--- src/rtl/cache_pkg.sv ---
// Shared defaults, width typedefs and the refill FSM state encoding for the
// cache refill controller.
package cache_pkg;

    localparam int SET_SIZE_DEF   = 4;
    localparam int GROUP_NUM_DEF  = 128;
    localparam int LINE_WORDS_DEF = 8;

    typedef logic [$clog2(SET_SIZE_DEF)-1:0]   way_t;
    typedef logic [$clog2(GROUP_NUM_DEF)-1:0]  index_t;
    typedef logic [$clog2(LINE_WORDS_DEF)-1:0] ofs_t;

    typedef enum logic [2:0] {
        IDLE,
        LOOKUP,
        REQ,
        RECV,
        DONE
    } refill_state_t;

endpackage

--- src/rtl/cache_refill_ctrl.sv ---
// Miss refill controller: victim lookup, burst read, line write-back into the
// data RAM and PLRU update. CACHE_REFILL_EARLY_RESTART_EN forwards the missed word on its beat.
module cache_refill_ctrl
    import cache_pkg::*;
#(
    parameter int SET_SIZE    = SET_SIZE_DEF,
    parameter int GROUP_NUM   = GROUP_NUM_DEF,
    parameter int LINE_WORDS  = LINE_WORDS_DEF,
    parameter int WAY_WIDTH   = $clog2(SET_SIZE),
    parameter int INDEX_WIDTH = $clog2(GROUP_NUM),
    parameter int OFS_WIDTH   = $clog2(LINE_WORDS)
) (
    input  logic                   clk,
    input  logic                   reset,
    input  logic                   miss_valid,
    output logic                   miss_ready,
    input  logic [31:0]            miss_addr,
    output logic [INDEX_WIDTH-1:0] plru_index,
    input  logic [WAY_WIDTH-1:0]   lru_way,
    output logic                   plru_valid,
    output logic [WAY_WIDTH-1:0]   plru_way,
    output logic                   rd_req,
    output logic [31:0]            rd_addr,
    output logic [7:0]             rd_len,
    input  logic                   rd_gnt,
    input  logic                   ret_valid,
    input  logic                   ret_last,
    input  logic [31:0]            ret_data,
    output logic                   wr_en,
    output logic [WAY_WIDTH-1:0]   wr_way,
    output logic [INDEX_WIDTH-1:0] wr_index,
    output logic [OFS_WIDTH-1:0]   wr_offset,
    output logic [31:0]            wr_data,
    output logic                   resp_valid,
    output logic [31:0]            resp_data,
    output logic                   refill_done
);

    refill_state_t          state;
    logic [31:0]            addr_q;
    logic [WAY_WIDTH-1:0]   victim;
    logic [OFS_WIDTH-1:0]   cnt;
    logic [31:0]            word_q;

    logic [INDEX_WIDTH-1:0] miss_index;
    logic [INDEX_WIDTH-1:0] addr_index;
    logic [OFS_WIDTH-1:0]   req_ofs;
    logic                   beat;
    logic                   hit_beat;

    assign miss_index = miss_addr[OFS_WIDTH+2 +: INDEX_WIDTH];
    assign addr_index = addr_q[OFS_WIDTH+2 +: INDEX_WIDTH];
    assign req_ofs    = addr_q[2 +: OFS_WIDTH];

    // Return beats only count in RECV; strays in other states are dropped.
    assign beat       = (state == RECV) && ret_valid;
    assign hit_beat   = beat && (cnt == req_ofs);

    assign plru_index = (state == IDLE) ? miss_index : addr_index;

    assign wr_en      = beat;
    assign wr_way     = beat ? victim     : '0;
    assign wr_index   = beat ? addr_index : '0;
    assign wr_offset  = beat ? cnt        : '0;
    assign wr_data    = beat ? ret_data   : '0;

`ifdef CACHE_REFILL_EARLY_RESTART_EN
    assign resp_valid = hit_beat;
    assign resp_data  = hit_beat ? ret_data : word_q;
`else
    logic resp_q;
    assign resp_valid = resp_q;
    assign resp_data  = word_q;
`endif

    always_ff @(posedge clk or negedge reset) begin
        if (!reset) begin
            state       <= IDLE;
            addr_q      <= '0;
            victim      <= '0;
            cnt         <= '0;
            word_q      <= '0;
            miss_ready  <= 1'b1;
            rd_req      <= 1'b0;
            rd_addr     <= '0;
            rd_len      <= '0;
            refill_done <= 1'b0;
            plru_valid  <= 1'b0;
            plru_way    <= '0;
`ifndef CACHE_REFILL_EARLY_RESTART_EN
            resp_q      <= 1'b0;
`endif
        end else begin
            refill_done <= 1'b0;
            plru_valid  <= 1'b0;
            plru_way    <= '0;
`ifndef CACHE_REFILL_EARLY_RESTART_EN
            resp_q      <= 1'b0;
`endif
            case (state)
                IDLE: begin
                    if (miss_valid) begin
                        addr_q     <= miss_addr;
                        miss_ready <= 1'b0;
                        state      <= LOOKUP;
                    end
                end
                LOOKUP: begin
                    victim  <= lru_way;
                    rd_req  <= 1'b1;
                    rd_addr <= addr_q & ~32'(LINE_WORDS * 4 - 1);
                    rd_len  <= 8'(LINE_WORDS - 1);
                    state   <= REQ;
                end
                REQ: begin
                    if (rd_gnt) begin
                        rd_req  <= 1'b0;
                        rd_addr <= '0;
                        rd_len  <= '0;
                        cnt     <= '0;
                        state   <= RECV;
                    end
                end
                RECV: begin
                    if (ret_valid) begin
                        cnt <= cnt + 1'b1;
                        if (hit_beat)
                            word_q <= ret_data;
                        if (ret_last) begin
                            refill_done <= 1'b1;
                            plru_valid  <= 1'b1;
                            plru_way    <= victim;
`ifndef CACHE_REFILL_EARLY_RESTART_EN
                            resp_q      <= 1'b1;
`endif
                            state       <= DONE;
                        end
                    end
                end
                DONE: begin
                    miss_ready <= 1'b1;
                    state      <= IDLE;
                end
                default: state <= IDLE;
            endcase
        end
    end

endmodule

--- config.mk ---
export PLATFORM = sky130hd
export DESIGN_NAME = cache_refill_ctrl
export DESIGN_NICKNAME = d
export VERILOG_FILES = /design/src/rtl/cache_pkg.sv /design/src/rtl/cache_refill_ctrl.sv
export SDC_FILE = /design/constraint.sdc
export NUM_CORES = 1
export LEC_CHECK = 0
export CORE_ASPECT_RATIO = 2
export CORE_UTILIZATION = 30
export CTS_CLUSTER_DIAMETER = 80
export DETAILED_ROUTE_END_ITERATION = 6
export PLACE_DENSITY = 0.65
export RECOVER_POWER = 50
export SLEW_MARGIN = 10
export SYNTH_ARGS = -nofsm -noshare
export SYNTH_HDL_FRONTEND = slang
export SYNTH_SLANG_ARGS = --single-unit
--- constraint.sdc ---
create_clock -name clk -period 3.4 [get_ports clk]
set_input_delay 0.51 -clock clk [delete_from_list [all_inputs] [get_ports clk]]
set_output_delay 0.51 -clock clk [all_outputs]
set_load 0.02 [all_outputs]
==> results.cfg, run 1 <==
[floorplan]
core_um2 = 14800
die_area_um2 = 15700
ios = 203
rows = 63
initial_utilization_pct = 30.6
die_h_um = 176
die_x_um = 89.0

[setup_path]
startpoint_type = primary input
path_buf_inv = 3
critPathMaxFanout = 34
path_delay_family = buffers and inverters
slowest_stage = dlygate4sd3_1
cp_data_arrival_time_ns = 2.53
path_cells = dlygate4sd3_1 > and4b_2 > buf_4 > and2_1 > clkdlybuf4s50_1
path_class = in -> out
endpoint_kind = output port
critical_path.max_stage_delay_ns = 0.67
cp.required_ns = 2.89

[synth]
syn_area_per_cell_um2 = 14.2
synth_top_area_share_pct = 55.7
yosys-top-cells-area = dfrtp_1 (56%), mux2_2 (10%), mux2_4 (9.9%), and2_1 (6.3%), a22o_1 (6.0%)
ys.flop_type = dfrtp_1
synthSimpleGateAreaFrac_pct = 9.37
postSynth.asyncResetShare_pct = 100
synth_edf_count = 0
muxShareOfSynthArea_pct = 20.6
netlist_instances = 320
synth_xor_area_share_pct = 0.579
syn_area_um2 = 4540
synth_seq_cells = 102
yosys_warnings = 0
synth_compound_area_share_pct = 7.31
synth_common_cells = dfrtp_1 (101), and2_1 (46), mux2_2 (42)
synth_top_area_cell = dfrtp_1
synth_most_common_cell = dfrtp_1
yosysSeqAreaShare_pct = 56.3
synth_top_family_by_area = multiplexers
ys_types = 35
synth_fa_ha_area_share_pct = 0.276

[sta]
fin_skew_ns = 0.00814
tns_ns = 0
fmax_mhz = 329
post-route-period-util_pct = 89.4
relSlewSlack_pct = -4.51
period_needed_ns = 3.04
max_slew.worst_pin.slew_ns = 1.57
fin_ws_ns = 0.362
hold_viol = 0
setup_viol = 0
grt_setup_unrepaired = false
maxSlewViolCount = 64

[route]
drc = 0
wl_per_cell_um = 16.4
first_iter_violations = 47
avgViaCountPerCell = 4.59
num_vias = 3219
first_pass_iters = 4
drt_wl_total_um = 11500
ant_nets = 0

[clocking]
path_clk_slew_ns = 0.07
postCtsHoldBufs = 0
h-tree-depth = 3
cts_max_path_buffers = 2
cts-resized-gates = 0
cts_tree = done
cts_setup_buffers = 0
insertion_delay_ns = 0.34
root_buffer = clkbuf_16
cts_buffers = 9
clock-sinks = 102

[global_routing]
grt_pass1_wl_um = 17700
antenna_found_initial = 0
grt_max_degree = 64
track_usage_pct = 15.0
grt_pass1_vias = 3376
overflow = 0

[status]
failed_checks = max-capacitance violations, max-slew violations
outcome = finished, violations left

[final_layout]
drive_gt1_share_pct = 19.3
final_cell_area_um2 = 6820
insertedDiodeCount = 0
register_area_um2 = 2550
final_util_pct = 46.0
fill_cells = 1393
fin_cells = 702
multi_input_area_um2 = 1760
fin_nets = 575
syn_to_final_growth_pct = 50.2

[power]
p_clk_share_pct = 17.7
p_leak_nw = 3.05
combPwrFrac_pct = 47.1
swShare_pct = 35.7
p_per_area_nw_per_um2 = 892
seq_power_share_pct = 35.2
p_int_mw = 3.91
power_switching_mw = 2.17
worst_ir_drop_vdd_mv = 0.321

[place]
preCtsSetupSlack_ns = 0.327
dpl.hpwl_um = 8380
dp.cells = 686
gp_congestion = 0.718
port_buffers = 190
placed_area_um2 = 6530

[worst_hold_path]
hold_class = reg -> reg

[run]
maxCapViolCount = 1
[cells in the final DEF (no fill, tap or decap), types with 9 or more instances in the layout]
cell and count:
a22o_1 31, dlygate4sd3_1 43, and2_1 45, mux2_2 42, clkdlybuf4s50_1 146, mux2_4 30
dfrtp_1 101, clkbuf_16 9, conb_1 10
[metrics by stage]
step	hold slack, ns	power, mW
final	0.492	6.08
after CTS	0.277	6.28
after detailed placement	0.486	5.17
after global routing	0.509	6.44
after global placement	0.481	5.09
after floorplan	0.214	3.85
[cells by family (layout without fill, tap and decap cells)]
kind of cell    after synthesis  after routing
flops                       102            102
mux                          73             73
simple gates                 63             63
compound gates               40             40
buf+inv                      37            215
xor+xnor                      3              3
fa+ha+maj                     1              1
other cells                   1             10
[metal layers]
layer | global-route usage (%) | vias up | wire length [um]
met5 | 0 | - | 0
met3 | 3.55 | 15 | 638
met2 | 28.9 | 134 | 6650
li1 | - | 1462 | -
met1 | 15.3 | 1608 | 4030
met4 | 4.63 | 0 | 183
[final cells by class]
cell class / instances / area share (%)
Multi-Input combinational cell: 190 / 25.9
Clock inverter: 6 / 1.10
Tap cell: 195 / 3.58
Sequential cell: 102 / 37.5
Inverter: 3 / 0.165
Timing Repair Buffer: 196 / 28.3
Clock buffer: 10 / 3.51
[sequential cells by signal (all words and copies together) (netlist names)]
| register | count |
|---|---|
| resp_valid | 1 |
| miss_ready | 1 |
| rd_len | 1 |
| addr_q | 30 |
| rd_addr | 27 |
| resp_data | 32 |
| cnt | 3 |
| victim | 2 |
| state | 3 |
| plru_way | 2 |
[power groups by stage]
| stage | clock network [mW] | logic, mW | registers [mW] |
|---|---|---|---|
| 3_3_place_gp | 0 | 2.95 | 2.14 |
| 5_1_grt | 1.17 | 3.05 | 2.22 |
| 3_5_place_dp | 0 | 2.99 | 2.17 |
| 4_1_cts | 1.12 | 3.00 | 2.16 |
| 6_report | 1.08 | 2.86 | 2.14 |
| 2_1_floorplan | 0 | 1.37 | 2.47 |
[worst reg2reg max path: cells and delay by family (launching register included)]
family	cells	cell delay, ns
AND/OR/NAND/NOR	2	0.99
buffers and inverters	1	0.28
multiplexers	1	0.56
flip-flops	1	0.61
[path summary, 6_finish.rpt]
| check | start | end | slack, ns | cells after the start |
|---|---|---|---|---|
| max in group asynchronous | reset | resp_data[23] | 1.11 | 2 |
| max | ret_valid | wr_index[5] | 0.36 | 5 |
| min reg2reg | addr_q[24] | rd_addr[24] | 0.49 | 1 |
| min | addr_q[24] | rd_addr[24] | 0.49 | 1 |
| min in group asynchronous | reset | resp_data[28] | 0.54 | 1 |
| max reg2reg | state[0] | resp_data[30] | 0.85 | 4 |
Note: power is estimated with default switching activity, not from simulation.
==> run 2, diff against run 1 <==
--- a/config.mk
+++ b/config.mk
@@ -9,7 +9,7 @@
 export CORE_UTILIZATION = 30
 export CTS_CLUSTER_DIAMETER = 80
 export DETAILED_ROUTE_END_ITERATION = 6
-export PLACE_DENSITY = 0.65
+export PLACE_DENSITY = 0.71
 export RECOVER_POWER = 50
 export SLEW_MARGIN = 10
 export SYNTH_ARGS = -nofsm -noshare
==> run 2 against run 1 <==
The run still ends with max-capacitance violations, max-slew violations left. Fmax is 2.1% higher. Sequential power hardly changed. Setup slack better by 0.062 ns. Clock skew is 0.0041 ns higher. Utilization is 0.11 points lower. Die area stayed put. Combinational power is 2% higher. Non-clock buffer count stayed put. Count of clock-buffer cells in the layout stayed put. Global-route usage hardly changed. Critical endpoint unchanged. Highest routed layer unchanged.
==> results.cfg, run 2 (synthesis results as in run 1) <==
[route]
first_pass_iters = 4
ant_nets = 0
wl_per_cell_um = 16.2
drc = 0
first_iter_violations = 51
avgViaCountPerCell = 4.55
drt_wl_total_um = 11400
num_vias = 3201

[place]
port_buffers = 190
gp_congestion = 0.707
placed_area_um2 = 6540
dpl.hpwl_um = 8090
dp.cells = 686

[setup_path]
cp_data_arrival_time_ns = 2.47
cp.required_ns = 2.89
path_class = in -> out
startpoint_type = primary input
critPathMaxFanout = 37
endpoint_kind = output port

[sta]
maxSlewViolCount = 111
hold_viol = 0
period_needed_ns = 2.98
tns_ns = 0
fmax_mhz = 336
fin_skew_ns = 0.0123
relSlewSlack_pct = -35.9
setup_viol = 0
grt_setup_unrepaired = false
post-route-period-util_pct = 87.5
max_slew.worst_pin.slew_ns = 2.04

[global_routing]
grt_pass1_wl_um = 17900
track_usage_pct = 15.0
antenna_found_initial = 1
overflow = 0
grt_max_degree = 81
grt_pass1_vias = 3402

[final_layout]
register_area_um2 = 2550
final_util_pct = 45.9
syn_to_final_growth_pct = 49.8
drive_gt1_share_pct = 19.1
largest_reg_flops = 32
final_cell_area_um2 = 6800
layout_common_cells = clkdlybuf4s50_1 (167), dfrtp_1 (101), and2_1 (46)
fin_nets = 575
multi_input_area_um2 = 1760
fin_cells = 703
mostFrequentLayoutCell = clkdlybuf4s50_1
fill_cells = 1383

[floorplan]
die_h_um = 176
rows = 63
initial_utilization_pct = 30.6
ios = 203
core_um2 = 14800
die_area_um2 = 15700
die_x_um = 89.0

[clocking]
cts_setup_buffers = 0
path_clk_slew_ns = 0.08
postCtsHoldBufs = 0
root_buffer = clkbuf_16
cts_buffers = 9
cts_max_path_buffers = 2
h-tree-depth = 3
cts-resized-gates = 0
clock-sinks = 102
cts_tree = done
insertion_delay_ns = 0.35

[power]
p_leak_nw = 2.99
power.total_mw = 6.05
worst_ir_drop_vdd_mv = 0.413
p_per_area_nw_per_um2 = 890

[status]
failed_checks = max-capacitance violations, max-slew violations
outcome = finished, violations left

[run]
maxCapViolCount = 2

[worst_hold_path]
hold_class = reg -> reg
run 2: cell types whose count changed in the layout (fill, tap and decap cells not counted), moves of 2 or more:
cell	delta
clkdlybuf4s50_1	+21
dlygate4sd3_1	-21
clkinvlp_4	+2
inv_6	-2
run 2: routing by layer:
metal  part of all wire [%]  track usage [%]
met1                     36             15.8
met2                     55             27.8
met3                    6.9             4.35
met4                    1.5             4.76
met5                      0                0
run 2: power breakdown:
part           switching (mW)  internal (mW)
combinational            1.33           1.58
clock                   0.485          0.510
sequential              0.374           1.77
run 2: cell type report:
cell class	count	share of cell area [%]
Sequential cell	102	37.6
Timing Repair Buffer	196	28.6
Multi-Input combinational cell	190	25.9
Tap cell	195	3.59
Clock buffer	10	3.37
Clock inverter	6	0.791
Inverter	3	0.166
Antenna cell	1	0.0368
run 2: per-stage QoR:
step                hold slack [ns]  setup WS [ns]
global placement              0.480          0.492
finish                        0.502          0.424
floorplan                     0.214           1.38
global route                  0.516          0.329
CTS                           0.386          0.460
detailed placement            0.481          0.468
run 2: path summary, 6_finish.rpt:
kind,startpoint,end,slack (ns),cells after the start
worst max-delay path,ret_valid,wr_index[5],0.42,5
worst min-delay path,rd_addr[9],rd_addr[9],0.50,1
worst max register to register,state[0],victim[0],0.90,3
worst min register to register,rd_addr[9],rd_addr[9],0.50,1
max in group asynchronous,reset,resp_data[0],1.14,2
min in group asynchronous,reset,rd_addr[22],0.69,1
run 2: worst max-delay path: stages:
cell,delay (ns)
dlygate4sd3_1,0.66
and4b_1,0.30
buf_12,0.20
and2_1,0.15
clkdlybuf4s50_1,0.64
